--- config.mk ---
export PLATFORM = sky130hd
export DESIGN_NAME = sram_port_arbiter
export DESIGN_NICKNAME = d
export VERILOG_FILES = /design/src/rtl/sram_port_arbiter_pkg.sv /design/src/rtl/arb_pick.sv /design/src/rtl/sram_port_arbiter.sv
export SDC_FILE = /design/constraint.sdc
export NUM_CORES = 1
export LEC_CHECK = 0
export BUFFER_PORTS_ARGS = -buffer_cell sky130_fd_sc_hd__buf_2
export CAP_MARGIN = 20
export CORE_ASPECT_RATIO = 1.5
export CORE_MARGIN = 2
export CORE_UTILIZATION = 30
export DETAILED_ROUTE_END_ITERATION = 12
export GPL_TIMING_DRIVEN = 0
export PLACE_DENSITY = 0.6
export SYNTH_ARGS = -nofsm -noshare
export SYNTH_HDL_FRONTEND = slang
export SYNTH_SLANG_ARGS = --single-unit
--- constraint.sdc ---
create_clock -name CLK -period 2.7 [get_ports CLK]
set_input_delay 0.135 -clock CLK [delete_from_list [all_inputs] [get_ports CLK]]
set_output_delay 0.135 -clock CLK [all_outputs]
set_load 0.005 [all_outputs]
--- src/rtl/sram_port_arbiter_pkg.sv ---
// Shared constants for the SRAM port arbiter: requester IDs, FSM encodings
// and SRAM active-low control levels.
package sram_port_arbiter_pkg;

    typedef enum logic [1:0] {
        REQ_LDR = 2'd0,
        REQ_SPI = 2'd1,
        REQ_CPU = 2'd2
    } req_id_e;

    localparam logic [1:0] ARB_IDLE = 2'b00;
    localparam logic [1:0] ARB_OWN  = 2'b01;
    localparam logic [1:0] ARB_GAP  = 2'b10;

    localparam logic SRAM_ON  = 1'b0;
    localparam logic SRAM_OFF = 1'b1;

endpackage

--- src/rtl/arb_pick.sv ---
// Combinational winner picker: LDR has absolute priority, SPI and CPU share
// the bus round-robin according to rr_ptr.
module arb_pick
    import sram_port_arbiter_pkg::*;
(
    input  logic [2:0] req,
    input  req_id_e    rr_ptr,
    output logic [2:0] win
);

    always_comb begin
        win = 3'b000;
        if (req[REQ_LDR]) begin
            win = 3'b001;
        end else if (req[REQ_SPI] && req[REQ_CPU]) begin
            win = (rr_ptr == REQ_CPU) ? 3'b100 : 3'b010;
        end else if (req[REQ_SPI]) begin
            win = 3'b010;
        end else if (req[REQ_CPU]) begin
            win = 3'b100;
        end
    end

endmodule

--- src/rtl/sram_port_arbiter.sv ---
// Three-way req/gnt arbiter for a single-port SRAM with burst limit, one-cycle
// handover gap and read-return routing. Optional perf counters: SRAM_ARB_PERF_CNT_EN.
module sram_port_arbiter
    import sram_port_arbiter_pkg::*;
#(
    parameter int ADDR_WIDTH  = 10,
    parameter int DATA_WIDTH  = 8,
    parameter int MAX_BURST   = 16,
    parameter int BURST_CNT_W = 5
) (
    input  logic                    CLK,
    input  logic                    RST_N,
    input  logic [2:0]              REQ,
    input  logic [2:0]              ACC,
    input  logic [2:0]              WE,
    input  logic [3*ADDR_WIDTH-1:0] ADDR,
    input  logic [3*DATA_WIDTH-1:0] WDATA,
    output logic [2:0]              GNT,
    output logic [2:0]              RVALID,
    output logic [DATA_WIDTH-1:0]   RDATA,
    output logic                    CEN,
    output logic                    WEN,
    output logic [ADDR_WIDTH-1:0]   A,
    output logic [DATA_WIDTH-1:0]   D,
    input  logic [DATA_WIDTH-1:0]   Q
`ifdef SRAM_ARB_PERF_CNT_EN
    ,
    output logic [47:0]             PERF_ACC,
    output logic [15:0]             PERF_GAP
`endif
);

    logic [1:0]             state;
    logic [2:0]             win;
    req_id_e                rr_ptr;
    logic [BURST_CNT_W-1:0] burst_cnt;
    logic [BURST_CNT_W-1:0] burst_nxt;
    logic [2:0]             acc_hit;
    logic                   acc_ok;
    logic [ADDR_WIDTH-1:0]  own_addr;
    logic [DATA_WIDTH-1:0]  own_wdata;
    logic                   own_we;
    logic                   owner_drop;
    logic                   burst_end;
    logic                   ldr_preempt;
    logic                   own_end;
    logic [2:0]             vld_p1;
    logic [2:0]             vld_p2;

    arb_pick u_arb_pick (
        .req    (REQ),
        .rr_ptr (rr_ptr),
        .win    (win)
    );

    always_comb begin
        acc_hit   = ACC & GNT;
        acc_ok    = |acc_hit;
        own_addr  = '0;
        own_wdata = '0;
        own_we    = 1'b0;
        for (int i = 0; i < 3; i++) begin
            if (GNT[i]) begin
                own_addr  = ADDR[i*ADDR_WIDTH +: ADDR_WIDTH];
                own_wdata = WDATA[i*DATA_WIDTH +: DATA_WIDTH];
                own_we    = WE[i];
            end
        end
        burst_nxt   = burst_cnt + 1'b1;
        owner_drop  = ~|(REQ & GNT);
        burst_end   = acc_ok && (burst_nxt == BURST_CNT_W'(MAX_BURST));
        ldr_preempt = REQ[REQ_LDR] && !GNT[REQ_LDR];
        own_end     = owner_drop || burst_end || ldr_preempt;
    end

    // Arbitration FSM; grant is only ever loaded from the one-hot picker or cleared
    always_ff @(posedge CLK or negedge RST_N) begin
        if (!RST_N) begin
            state     <= ARB_IDLE;
            GNT       <= 3'b000;
            burst_cnt <= '0;
            rr_ptr    <= REQ_SPI;
        end else begin
            case (state)
                ARB_IDLE: begin
                    if (|REQ) begin
                        state     <= ARB_OWN;
                        GNT       <= win;
                        burst_cnt <= '0;
                    end
                end
                ARB_OWN: begin
                    if (acc_ok) begin
                        burst_cnt <= burst_nxt;
                    end
                    if (own_end) begin
                        state <= ARB_GAP;
                        GNT   <= 3'b000;
                        if (GNT[REQ_SPI]) begin
                            rr_ptr <= REQ_CPU;
                        end else if (GNT[REQ_CPU]) begin
                            rr_ptr <= REQ_SPI;
                        end
                    end
                end
                ARB_GAP: begin
                    if (|REQ) begin
                        state     <= ARB_OWN;
                        GNT       <= win;
                        burst_cnt <= '0;
                    end else begin
                        state <= ARB_IDLE;
                    end
                end
                default: begin
                    state <= ARB_IDLE;
                    GNT   <= 3'b000;
                end
            endcase
        end
    end

    // p0 -> p1: SRAM command issue, read tag enters return pipeline
    always_ff @(posedge CLK or negedge RST_N) begin
        if (!RST_N) begin
            CEN    <= SRAM_OFF;
            WEN    <= SRAM_OFF;
            A      <= '0;
            D      <= '0;
            vld_p1 <= 3'b000;
            vld_p2 <= 3'b000;
            RVALID <= 3'b000;
        end else begin
            vld_p1 <= (acc_ok && !own_we) ? acc_hit : 3'b000;
            vld_p2 <= vld_p1;
            RVALID <= vld_p2;
            if (acc_ok) begin
                CEN <= SRAM_ON;
                WEN <= own_we ? SRAM_ON : SRAM_OFF;
                A   <= own_addr;
                D   <= own_wdata;
            end else begin
                CEN <= SRAM_OFF;
                WEN <= SRAM_OFF;
            end
        end
    end

    // p2 -> out: capture SRAM read data alongside RVALID
    always_ff @(posedge CLK) begin
        if (|vld_p2) begin
            RDATA <= Q;
        end
    end

`ifdef SRAM_ARB_PERF_CNT_EN
    function automatic logic [15:0] sat_inc16(input logic [15:0] v);
        return (v == 16'hFFFF) ? v : v + 16'd1;
    endfunction

    always_ff @(posedge CLK or negedge RST_N) begin
        if (!RST_N) begin
            PERF_ACC <= '0;
            PERF_GAP <= '0;
        end else begin
            for (int i = 0; i < 3; i++) begin
                if (acc_hit[i]) begin
                    PERF_ACC[i*16 +: 16] <= sat_inc16(PERF_ACC[i*16 +: 16]);
                end
            end
            if (state == ARB_GAP) begin
                PERF_GAP <= sat_inc16(PERF_GAP);
            end
        end
    end
`endif

endmodule
== Word level (Yosys, flattened, before mapping) ==
Cells that the tools add are included.
Word-level totals
  register bits after elaboration: 49
Cells by class
  equality and inequality tests: 8
  bitwise gates (word level): 2
  mux-type cells: 30
  reduce and logical (&&, ||, !) cells: 21
  add/sub/neg operators: 1
Operators with widths (count)
  $mux 10: 3
  $mux 3: 8
  $mux 8: 3
  $reduce_or 3->1: 4
  $mux 5: 2
  $pmux 5 s2: 1
  $mux 2: 4
  $mux 1: 7
  $and 3x3->3: 2
  $ne 2x2->1 const B: 3
  $pmux 2 s3: 1
  $pmux 3 s2: 1
  $reduce_and 3->1: 2
  $add 5x1->5 const B: 1
  $eq 5x5->1 const B: 1
  $eq 2x2->1 const B: 2
  $logic_and 1x1->1: 4
  $reduce_and 2->1: 2
  $reduce_bool 2->1: 2
  $logic_not 1->1: 3
  $eq 2x1->1 const B: 1
  $logic_not 2->1: 1
  $logic_or 1x1->1: 2
  $ne 2x1->1 const B: 1
  $reduce_or 2->1: 1

== Longest topological paths before layout ==
Gate-level depths: netlist of the first run.
  depth after elaboration: 7
  mapped depth: 7

== Cells and area by module ==
Synthesis of the first run repeated with hierarchy kept, for this count alone.
Unflattened totals
  cells, all modules: 210
  area, all modules: 2263.4 um2
Modules (own cells, without submodules)
  sram_port_arbiter: instances 1, cells an instance 203, area each 2215.9 um2, seq. area each 1270.0 um2
  arb_pick: instances 1, cells an instance 7, area each 47.5 um2, seq. area each 0.0 um2

== Worst setup path before layout of the first run ==
OpenSTA, ideal clock, no wires.
  path type: flip-flop to flip-flop
  start point: reg GNT[1]
  end point: reg rr_ptr[1]
  arrival time: 1.512 ns
  setup time: 0.122 ns
  data required time: 2.578 ns
  path buffers: 2
  stages on the path, launching flop included: 7
  path slack: 1.067 ns
  cell sequence: dfrtp_1 > buf_6 > a222oi_1 > buf_2 > nor3b_2 > a31o_2 > a32o_1
Between the ends
  longest elaborated chain between the ends: 6
  elaborated cells between the ends (all ways): 11
  those cells by class: mux: 1; bitwise: 2; reduce/logical: 8
RTL lines
  from (decl): line sram_port_arbiter.sv:18  | output logic [2:0] GNT,
  from (signal assigned): line sram_port_arbiter.sv:88  | GNT <= win;
  from (signal assigned): line sram_port_arbiter.sv:109  | GNT <= win;
  $and 3x3->3 (on tied branches): line sram_port_arbiter.sv:70, sram_port_arbiter.sv:57
  $reduce_or 3->1 (on tied branches): line sram_port_arbiter.sv:70, sram_port_arbiter.sv:58
  $logic_not 1->1 / $logic_and 1x1->1 (equally long branches): line sram_port_arbiter.sv:70, sram_port_arbiter.sv:71
  $logic_or 1x1->1 (2 in series): line sram_port_arbiter.sv:73  | own_end = owner_drop || burst_end || ldr_preempt;
  $reduce_and 3->1 (no line)
  to (signal assigned): line sram_port_arbiter.sv:82  | rr_ptr <= REQ_SPI;
  to (signal assigned): line sram_port_arbiter.sv:100  | rr_ptr <= REQ_CPU;
  to (signal assigned): line sram_port_arbiter.sv:102  | rr_ptr <= REQ_SPI;
  to (decl): line sram_port_arbiter.sv:35  | req_id_e rr_ptr;
Parallel ways exist; a longest one is shown, timed or not.
A chain may end at the register's enable or synchronous reset.

== Final worst setup path of the first run ==
  start point: reg GNT[2]
  end point: reg A[2]
Between the ends
  longest elaborated chain between the ends: 2
  elaborated cells between the ends (all ways): 3
  those cells by class: mux: 1; bitwise: 1; reduce/logical: 1
RTL lines
  $and 3x3->3: line sram_port_arbiter.sv:57  | acc_hit = ACC & GNT;
  $reduce_or 3->1: line sram_port_arbiter.sv:58  | acc_ok = |acc_hit;
  to (signal assigned): line sram_port_arbiter.sv:140  | A <= own_addr;
  to (decl): line sram_port_arbiter.sv:23  | output logic [ADDR_WIDTH-1:0] A,
Parallel ways exist; a longest one is shown, timed or not.

==> results of run 1 <==
-- cell usage after synthesis --
| cell | n | area share |
|---|---|---|
| dfrtp_1 | 38 | 0.43 |
| nand2_1 | 26 | 0.044 |
| nor2b_1 | 19 | 0.053 |
| o31ai_1 | 18 | 0.061 |
| a221oi_1 | 17 | 0.067 |
| edfxtp_1 | 8 | 0.11 |
| clkbuf_1 | 7 | 0.012 |
| nor2_1 | 7 | 0.012 |
| o21ai_0 | 7 | 0.016 |
| buf_2 | 6 | 0.013 |
| a22o_1 | 4 | 0.016 |
| a21oi_1 | 3 | 0.0067 |
| dfstp_2 | 3 | 0.035 |
| inv_1 | 3 | 0.0051 |
| a221o_1 | 2 | 0.0090 |
| and2_1 | 2 | 0.0056 |
| ha_1 | 2 | 0.011 |
| nand2b_1 | 2 | 0.0056 |
| nand3_1 | 2 | 0.0045 |
| nand3b_1 | 2 | 0.0067 |
| nor3_1 | 2 | 0.0045 |
| o22a_1 | 2 | 0.0079 |
| xor2_1 | 2 | 0.0079 |
| a21boi_0 | 1 | 0.0034 |
| a222oi_1 | 1 | 0.0045 |
| a22oi_1 | 1 | 0.0034 |
| a311oi_2 | 1 | 0.0067 |
| a31o_2 | 1 | 0.0039 |
| a32o_1 | 1 | 0.0045 |
| a32oi_1 | 1 | 0.0039 |
| buf_4 | 1 | 0.0034 |
| buf_6 | 1 | 0.0051 |
| nand4_1 | 1 | 0.0028 |
| nor3b_2 | 1 | 0.0056 |
| nor4b_1 | 1 | 0.0039 |
| o22ai_1 | 1 | 0.0028 |
| or3_1 | 1 | 0.0028 |
| xnor2_1 | 1 | 0.0039 |
-- sequential cells by signal (all words and copies together) (netlist names) --
name and cells:
A 10, D 8, RDATA 8, burst_cnt 5, GNT 3, RVALID 3
vld_p1 3, vld_p2 3, rr_ptr 2, state 2, CEN 1, WEN 1
-- logic make-up after synthesis --
group | count (synthesis)
AO/OA/AOI/OAI | 61
XOR/XNOR | 3
adder cells (fa/ha/maj) | 2
buffers and inverters | 18
flip-flops | 49
AND/OR/NAND/NOR | 66
-- report_power, final --
group | internal (W) | total, W | switching [W]
Sequential | 0.000980 | 0.00109 | 0.000114
Clock | 0.000182 | 0.000433 | 0.000251
Combinational | 0.000455 | 0.00104 | 0.000590
Total | 0.00162 | 0.00257 | 0.000955
-- critical path, delay by kind of cell, from the launching register on --
| kind | cells | cell delay [ns] |
|---|---|---|
| buffers and inverters | 4 | 0.90 |
| DFF | 1 | 0.40 |
| AOI/OAI and AO/OA | 2 | 0.38 |
| and+or+nand+nor | 1 | 0.07 |
-- cell usage in the layout (no fill, tap or decap), types with 2 or more instances in the layout --
master,count
dfstp_2,3
inv_1,3
nand2_1,26
dlygate4sd3_1,7
nand3b_1,2
nand2b_1,2
o22a_1,2
edfxtp_1,8
a21oi_1,3
clkbuf_8,5
and2_1,2
buf_2,112
xor2_1,2
clkbuf_1,7
dfrtp_1,38
o21ai_0,7
a221oi_1,17
a22o_1,4
nor3_1,2
o31ai_1,18
nand3_1,2
a221o_1,2
nor2b_1,19
nor2_1,7
clkinvlp_4,3
ha_1,2
-- stage by stage --
step / util / total power [W] / setup slack (ns) / cell area [sq um] / hold slack, ns
finish: 0.421 / 0.00257 / 0.857 / 3040 / 0.0143
floorplan: - / 0.00173 / 1.07 / 2220 / -0.161
detailed placement: 0.399 / 0.00216 / 0.868 / 2880 / 0.313
global placement: 0.399 / 0.00215 / 0.832 / 2880 / 0.313
global route: 0.421 / 0.00277 / 0.683 / 3040 / 0.00131
CTS: 0.421 / 0.00261 / 0.844 / 3040 / 0.000582
-- metal layers --
metal | vias up | share of wire | GRT usage
met2 | 83 | 0.53 | 0.295
li1 | 982 | - | -
met4 | 0 | 0.011 | 0.0421
met1 | 997 | 0.39 | 0.181
met3 | 5 | 0.068 | 0.0376
met5 | - | 0 | 0
-- what timing repair did --
| item | CTS | global route |
|---|---|---|
| endpoints found under the hold margin | 44 | 0 |
| hold buffers | 7 | 0 |
| buffers inserted | 0 | 0 |
-- final cells by class --
type	count	area, sq um
Fill cell	745	4190
Tap cell	100	125
Inverter	3	11.3
Clock buffer	5	68.8
Clock inverter	3	22.5
Timing Repair Buffer	113	601
Sequential cell	49	1270
Buffer	15	75.1
Multi-Input combinational cell	132	868
-- worst paths after layout --
| check | start | to | slack (ns) | cells past startpoint |
|---|---|---|---|---|
| setup / recovery | GNT[2] | A[2] | 0.86 | 7 |
| hold reg to reg | vld_p1[2] | vld_p2[2] | 0.35 | 0 |
| setup reg to reg | GNT[2] | A[2] | 0.86 | 7 |
| min in group asynchronous | RST_N | D[0] | 0.50 | 2 |
| max in group asynchronous | RST_N | RVALID[0] | 1.64 | 2 |
| hold / removal | Q[1] | RDATA[1] | 0.01 | 1 |
==> metrics, run 1 <==
relative slew slack=0.393; Final Hold Viols=0; Area Growth Syn to Fin=36.7%; largest family of logic cells by synthesized area=compound AO/OA/AOI/OAI gates; Root Buffer=clkbuf_8; Yosys reg bits=about 50; leak pwr=approximately 1.4 nW; Worst path max stage delay=around 0.40 ns; die extent in y=roughly 110 microns; xor/xnor share of the synthesized area=0.0118; Longest Clk Path Bufs=2; max-cap violation count=0; Synth Cell Area=around 0.0022 sq mm; Hold Path Class=in -> reg; detailed-placement wirelength estimate=roughly 4900 microns; Compound-Gate Fraction of Synth Area=0.216; RSZ-0062 raised after global routing=no; PwrDens=approximately 850 mW/mm^2; Cells after DPL=405; I/O Pins=roughly 110; RePlAce Congestion=0.809; final setup TNS=0 ns; Chip Width=about 74 microns; crit-path cells=buf_2 -> a222oi_1 -> buf_2 -> buf_2 -> buf_4 -> nand2_1 -> o31ai_1; most used cell, CP=buf_2; vias=2067; first-pass GRT wire length=between 9000 and 10000 microns; minimum clock period=1.84 ns; final cell count without fillers=420; clk slew on worst S/H paths=about 0.09 ns; Data arrival, critical path=2.05 ns; CTS tree=built; adder-cell share of the synthesized area=0.0112; H-Tree Level Count=2; cells after synthesis=199; path type of the worst setup path=reg -> reg; post-CTS sizing=0; Worst Setup End Kind=register; CTS buffer count=5; Initial Util=0.308; CP max stage cell=dfrtp_1; Unique masters post-synth=38; Avg Inst Size Synth=around 11 sq um; Max Fanout on Critical Path=10; CTS Sinks=between 40 and 50; Die ar.=0.00813 sq mm; Clock Latency Late Sink=~0.30 ns; Worst-Margin Slew=roughly 0.91 ns; core footprint=between 0.007 and 0.008 sq mm; # DRC=0; final setup vio count=0; IO Port Bufs=around 110; Worst Setup Start Kind=register; Seq/Total Area, Yosys=0.571; Critical Path RT=~2.9 ns; largest net degree at the start of global routing=42; syn nets=between 200 and 300; First-pass DRT Iterations=4; Worst Clk Skew=approximately 0.0083 ns; WL final=between 6000 and 7000 microns; highest clock rate=0.543 GHz; vias in the first global route=between 1500 and 2000; initial DRC count=75; Layout Nets=a little under 400; row cnt=38; Final Cycle Share=0.682; all-layer global routing usage=0.160; Routed WL per cell=15.5 microns; Synth Area in Simple Gates=0.151; n_diodes=0; Slew Limit Fails=0; vias per cell=between 4 and 5; final antenna-violating net count=0; Worst VDD drop=between 200 and 250 uV; number of antenna violations at the first check in global routing=0; yosys warns=0; total congestion overflow=0; outcome=finished clean; layout cells sized above 1=0.400; mux contribution to synthesized area=0
No activity file was read; power rests on OpenSTA's default activity.
==> run 2, diff against run 1 <==
- PLACE_DENSITY: 0.6 -> 0.62
- clock period: 2.7 -> 1.5 ns (I/O delays scaled with it)
==> run 2 against run 1 <==
  * The flow now finishes with violations (negative setup slack)
  * Largest power group is now combinational logic
  * Hold slack better by 0.043 ns
  * Total power is 140% higher
  * Cell count is 5.0% higher
  * Highest routed layer unchanged
  * Sequential share of layout area is 8.4 points lower
  * First-iteration DRC count is 33% higher
  * Global-route usage is 1.3 points higher
==> metrics, run 2 (same netlist as run 1, synthesis figures left out) <==
I/O Pins=107 (unchanged); max reg flops=10 (unchanged); number of cells on the worst hold path=3 (+2); clk slew on worst S/H paths=0.10 ns (about the same); # DRC=0 (unchanged); IO Port Bufs=106 (unchanged); PwrDens=1650 mW/mm^2 (+95%); commonest non-fill, non-tap cell in the layout=buf_2; Final Hold Viols=0 (unchanged); crit-path cells=a222oi_1 -> buf_4 -> buf_6 -> buf_6 -> buf_12 -> buf_12 -> o31ai_4; Max Fanout on Critical Path=8 (-2); all-layer global routing usage=0.173 (+0.0133); n_diodes=0 (unchanged); RR Endpoint=A[8]; layout cells sized above 1=0.575 (+0.175); Hold Path Class=in -> reg; final setup vio count=30 (+30); Clock Latency Late Sink=0.32 ns (+0.02 ns); CTS buffer count=5 (unchanged); row cnt=38 (unchanged); Final Cycle Share=1.10 (+0.420); leak pwr=1.76 nW (+22%); RSZ-0062 raised after global routing=yes; vias=2186 (+5.8%); area of the multi-input gates=0.00128 sq mm (+47%); Worst Clk Skew=0.00885 ns (+0.000508 ns); Reg area=0.00127 sq mm (+0.30%); fillers=648 (-13%); dpl cell area=0.00289 sq mm (+0.35%); Chip Width=74.3 microns (unchanged); Worst path max stage delay=0.44 ns (+0.04 ns); H-Tree Level Count=2 (unchanged); fin util=0.528 (+0.107); Hold WS=0.0576 ns (+0.0433 ns); cells on worst reg2reg path=7 (unchanged); vias in the first global route=2143 (+10%); outcome=finished, violations left; Final WS setup=-0.154 ns (-1.01 ns); Pint=0.00385 W (+140%); highest clock rate=0.605 GHz (+11%); worst r2r src=GNT[1]; final antenna-violating net count=0 (unchanged); detailed-placement wirelength estimate=4840 microns (-1.9%); Clk network pwr share=0.136 (-0.032); hold_sp=ADDR[24]; vias per cell=4.96 (+0.72%); Worst Setup Start Kind=register; minimum clock period=1.65 ns (-0.189 ns); final setup TNS=-3.05 ns (-3.05 ns); Critical Path RT=1.69 ns (-1.22 ns); Largest regs=A x10, D x8, RDATA x8; Sw Share=0.389 (+0.0172); Root Buffer=clkbuf_8; Final Power=0.00629 W (+140%); first-pass GRT wire length=10400 microns (+7.5%); Worst Setup End Kind=register; Slew Limit Fails=0 (unchanged); largest net degree at the start of global routing=42 (unchanged); failing checks=negative setup slack; Routed WL per cell=17.3 microns (+12%); CP max stage cell=dfrtp_2; Initial Util=0.308 (unchanged); Longest Clk Path Bufs=2 (unchanged); Data arrival, critical path=1.85 ns (-0.20 ns); initial DRC count=100 (+33%); sequential share of power=0.325 (-0.100); total congestion overflow=0 (unchanged); WL final=7640 microns (+18%); Worst VDD drop=539 uV (+140%); relative slew slack=0.371 (-0.0220); Area Growth Syn to Fin=71.5%; path type of the worst setup path=reg -> reg; First-pass DRT Iterations=4 (unchanged); Worst-Margin Slew=0.944 ns (+0.0330 ns); Die ar.=0.00813 sq mm (unchanged); commonest non-fill, non-tap cells in the layout=buf_2 (107), dfrtp_1 (35), nor2b_1 (19), nand2_1 (14), dlygate4sd3_1 (13); core footprint=0.00723 sq mm (unchanged); number of antenna violations at the first check in global routing=0 (unchanged); Layout Nets=415 (+5.3%); sw power=0.00245 W (+160%); post-route cell area=0.00382 sq mm (+25%); Reg with most FFs=A; max-cap violation count=0 (unchanged); die extent in y=109 microns (unchanged); CTS tree=built; Comb pwr share=0.539 (+0.133); CTS Sinks=49 (unchanged); RePlAce Congestion=0.771 (-4.7%); r2r setup slk=-0.15 ns (-1.01 ns); Hold Path Sink=A[4]
==> run 2: power by group through the flow <==
stage               clock network, W  registers [W]  logic (W)
detailed placement                 0        0.00199    0.00190
CTS                         0.000864        0.00199    0.00270
global route                0.000922        0.00208    0.00363
global placement                   0        0.00198    0.00187
floorplan                          0        0.00200    0.00111
finish                      0.000855        0.00204    0.00339
==> run 2: final cells by class <==
type	instances	area share
Tap cell	100	0.0328
Timing Repair Buffer	138	0.241
Clock buffer	5	0.0180
Sequential cell	49	0.334
Inverter	3	0.00295
Buffer	11	0.0298
Clock inverter	3	0.00754
Multi-Input combinational cell	132	0.334
==> run 2: metal layers <==
layer / routed length (microns) / GRT usage / share of wire / vias up
met5: 0 / 0 / 0 / -
met4: 129 / 0.0548 / 0.017 / 0
met3: 537 / 0.0486 / 0.070 / 9
met2: 4210 / 0.331 / 0.55 / 80
met1: 2760 / 0.177 / 0.36 / 1079
li1: - / - / - / 1018
==> run 2: worst max path at each step <==
stage / startpoint / end / slack, ns
3_3_place_gp: GNT[2] / A[3] / -0.33
4_1_cts: GNT[1] / rr_ptr[1] / -0.20
3_5_place_dp: GNT[2] / D[5] / -0.35
5_1_grt: GNT[1] / GNT[1] / -0.26
2_1_floorplan: GNT[1] / rr_ptr[1] / -0.13
6_report: GNT[1] / A[8] / -0.15
==> run 2: worst max-delay path: cells and delay by family (launching register included) <==
family / cells / cell delay [ns]
flip-flops: 1 / 0.44
buffers and inverters: 5 / 0.66
AO/OA/AOI/OAI: 2 / 0.41
==> run 2: through the flow <==
stage	std cells	worst slack, ns
after floorplan	199	-0.133
after global placement	405	-0.332
after detailed placement	405	-0.345
after CTS	437	-0.204
after global routing	441	-0.258
final	441	-0.154
==> run 2: timing repair <==
item,CTS,global route
resized for setup,48,63
setup buffers,13,4
hold buffers,12,1
endpoints found under the hold margin,49,1
gates cloned,1,3
endpoints found under the setup margin,32,32
pin swaps,20,28
==> run 3, diff against run 2 <==
- CORE_ASPECT_RATIO: 1.5 -> not set
==> run 3 against run 2 <==
  * The run ends with negative hold slack, negative setup slack left
  * Hold slack worse by 0.059 ns
  * Design area fell by 13%
  * Sequential share of layout area is 4.8 points higher
  * Flip-flop and latch count unchanged
  * Die area fell by 0.18%
  * Total power decreased by 16%
  * Clock power up 10%
  * Non-clock buffer count shrank 8
  * Cell count down 2.0%
  * Register-to-register slack got worse by 0.07 ns
  * Combinational power decreased by 30%
  * Largest cell class is now flip-flops and latches
  * Highest routed layer unchanged
==> metrics, run 3 (same netlist as run 1, synthesis figures left out) <==
max reg flops=10 (unchanged); Initial Util=0.308 (+0.000534); CTS buffer count=5 (unchanged); I/O Pins=107 (unchanged); hold buffers post-CTS=12 (unchanged); area of the multi-input gates=927 sq um (-27%); Die ar.=0.00812 sq mm (-0.18%); Layout Nets=407 (-1.9%); # DRC=0 (unchanged); RR Endpoint=GNT[0]; Slew Limit Fails=0 (unchanged); max-cap violation count=0 (unchanged); critical path capture point=GNT[0]; highest clock rate=0.581 GHz (-3.9%); vias in the first global route=1954 (-8.8%); total congestion overflow=0 (unchanged); number of antenna violations at the first check in global routing=0 (unchanged); initial DRC count=115 (+15%); Worst Setup Start Kind=register; minimum clock period=1.72 ns (+0.0670 ns); Final Cycle Share=1.15 (+0.0446); final setup vio count=30 (unchanged); CTS Sinks=49 (unchanged); Worst path max stage delay=0.45 ns (about the same); CTS tree=built; Final WS setup=-0.221 ns (-0.0670 ns); Worst Setup End Kind=register; fin util=0.461 (-0.0669); Max Fanout on Critical Path=5 (-3); Worst Clk Skew=0.00759 ns (-0.00126 ns); WL final=6380 microns (-17%); commonest non-fill, non-tap cells in the layout=buf_2 (106), dfrtp_1 (37), nand2_1 (26), nor2b_1 (19), a221oi_1 (17); Reg with most FFs=A; Largest regs=A x10, D x8, RDATA x8; Final Hold Viols=1 (+1); H-Tree Level Count=2 (unchanged); detailed-placement wirelength estimate=4460 microns (-8.0%); Routed WL per cell=14.8 microns (-15%); Area Growth Syn to Fin=49.5%; relative slew slack=0.376 (+0.00543); largest net degree at the start of global routing=42 (unchanged); commonest non-fill, non-tap cell in the layout=buf_2; IO Port Bufs=106 (unchanged); outcome=finished, violations left; Worst VDD drop=583 uV (+8.2%); final antenna-violating net count=0 (unchanged); Clock Latency Late Sink=0.31 ns (about the same); vias per cell=4.84 (-2.4%); worst setup path start=burst_cnt[0]; Chip Width=90.1 microns (+21%); PwrDens=1590 mW/mm^2 (-3.7%); crit-path cells=ha_2 -> xor2_1 -> nor3b_4 -> a311oi_2 -> a221o_1; RePlAce Congestion=0.785 (+1.8%); core footprint=0.00721 sq mm (-0.17%); failing checks=negative hold slack, negative setup slack; Root Buffer=clkbuf_8; Setup WS pre-CTS=-0.355 ns (-0.00998 ns); First-pass DRT Iterations=4 (unchanged); clk slew on worst S/H paths=0.09 ns (about the same); die extent in y=90.1 microns (-18%); first-pass GRT wire length=9930 microns (-4.5%); row cnt=31 (-18%); Reg area=0.00127 sq mm (-0.20%); n_diodes=0 (unchanged); layout cells sized above 1=0.447 (-0.127); Hold WS=-0.00176 ns (-0.0594 ns); leak pwr=1.59 nW (-9.7%); all-layer global routing usage=0.152 (-0.0212); CP max stage cell=dfrtp_1; Hold Path Class=in -> reg; Worst-Margin Slew=0.936 ns (-0.00814 ns); vias=2091 (-4.3%); dpl cell area=0.00289 sq mm (about the same); Longest Clk Path Bufs=2 (unchanged); post-route cell area=0.00333 sq mm (-13%); Data arrival, critical path=1.92 ns (+0.07 ns); fillers=691 (+6.6%); RSZ-0062 raised after global routing=yes; worst r2r src=burst_cnt[0]; Critical Path RT=1.70 ns (about the same); cells on worst reg2reg path=5 (-2); Final Power=0.00529 W (-16%); path type of the worst setup path=reg -> reg; r2r setup slk=-0.22 ns (-0.07 ns)
## run 3: changes by cell type in the layout (fill, tap and decap cells not counted), sizes merged
cell	before	now
dlygate4sd3	13	12
bufinv	0	1
bufbuf	0	1
clkinvlp	0	1
buf	129	119
inv	5	3
clkbuf	12	14
## run 3: worst min path at each step
stage,from,endpoint,slack (ns),cells after the start
after floorplan,RST_N,A[0],-0.22,0
after global placement,WE[2],vld_p1[2],0.25,2
after detailed placement,Q[3],RDATA[3],0.26,1
after CTS,ACC[1],vld_p1[1],-0.006,3
after global routing,ACC[1],vld_p1[1],-0.003,3
final,ACC[1],vld_p1[1],-0.002,3
## run 3: what timing repair did
action / in CTS / in global routing
endpoints found under the hold margin: 49 / 1
cloned: 1 / 1
pin swaps: 5 / 3
resized for setup: 10 / 24
buffers inserted: 2 / 4
setup endpoints to repair: 32 / 34
## run 3: cell type report
class / instances / area share
multi-input combinational: 132 / 0.279
timing repair buffer: 126 / 0.229
tap: 99 / 0.0372
clock buffer: 5 / 0.0207
clock inverter: 3 / 0.0124
sequential: 49 / 0.382
inverter: 3 / 0.00338
buffer: 15 / 0.0369
## run 3: layer usage
layer  global-route usage  routed length, microns  share of wire
met4               0.0410                      57         0.0089
met3               0.0327                     376          0.059
met5                    0                       0              0
met2                0.238                    3080           0.48
met1                0.214                    2870           0.45
## run 3: per-stage QoR
step                      std cells  setup TNS, ns
after floorplan                 199         -0.754
after global placement          404          -4.91
after detailed placement        404          -6.53
after CTS                       427          -5.68
after global routing            432          -6.75
final                           432          -4.15
## run 3: critical path: cells and delay by family (launching register included)
family,cells,cell delay [ns]
xor gates and xnor gates,1,0.17
adders and majority gates,1,0.24
DFF,1,0.45
AOI/OAI and AO/OA,2,0.51
and+or+nand+nor,1,0.25
## run 3: report_power, final
group / total (W) / switching, W / internal, W / leakage (nW)
logic: 0.00236 / 0.00117 / 0.00119 / 0.927
clock network: 0.000944 / 0.000453 / 0.000491 / 0.0518
registers: 0.00198 / 0.000217 / 0.00177 / 0.608
total: 0.00529 / 0.00184 / 0.00345 / 1.59
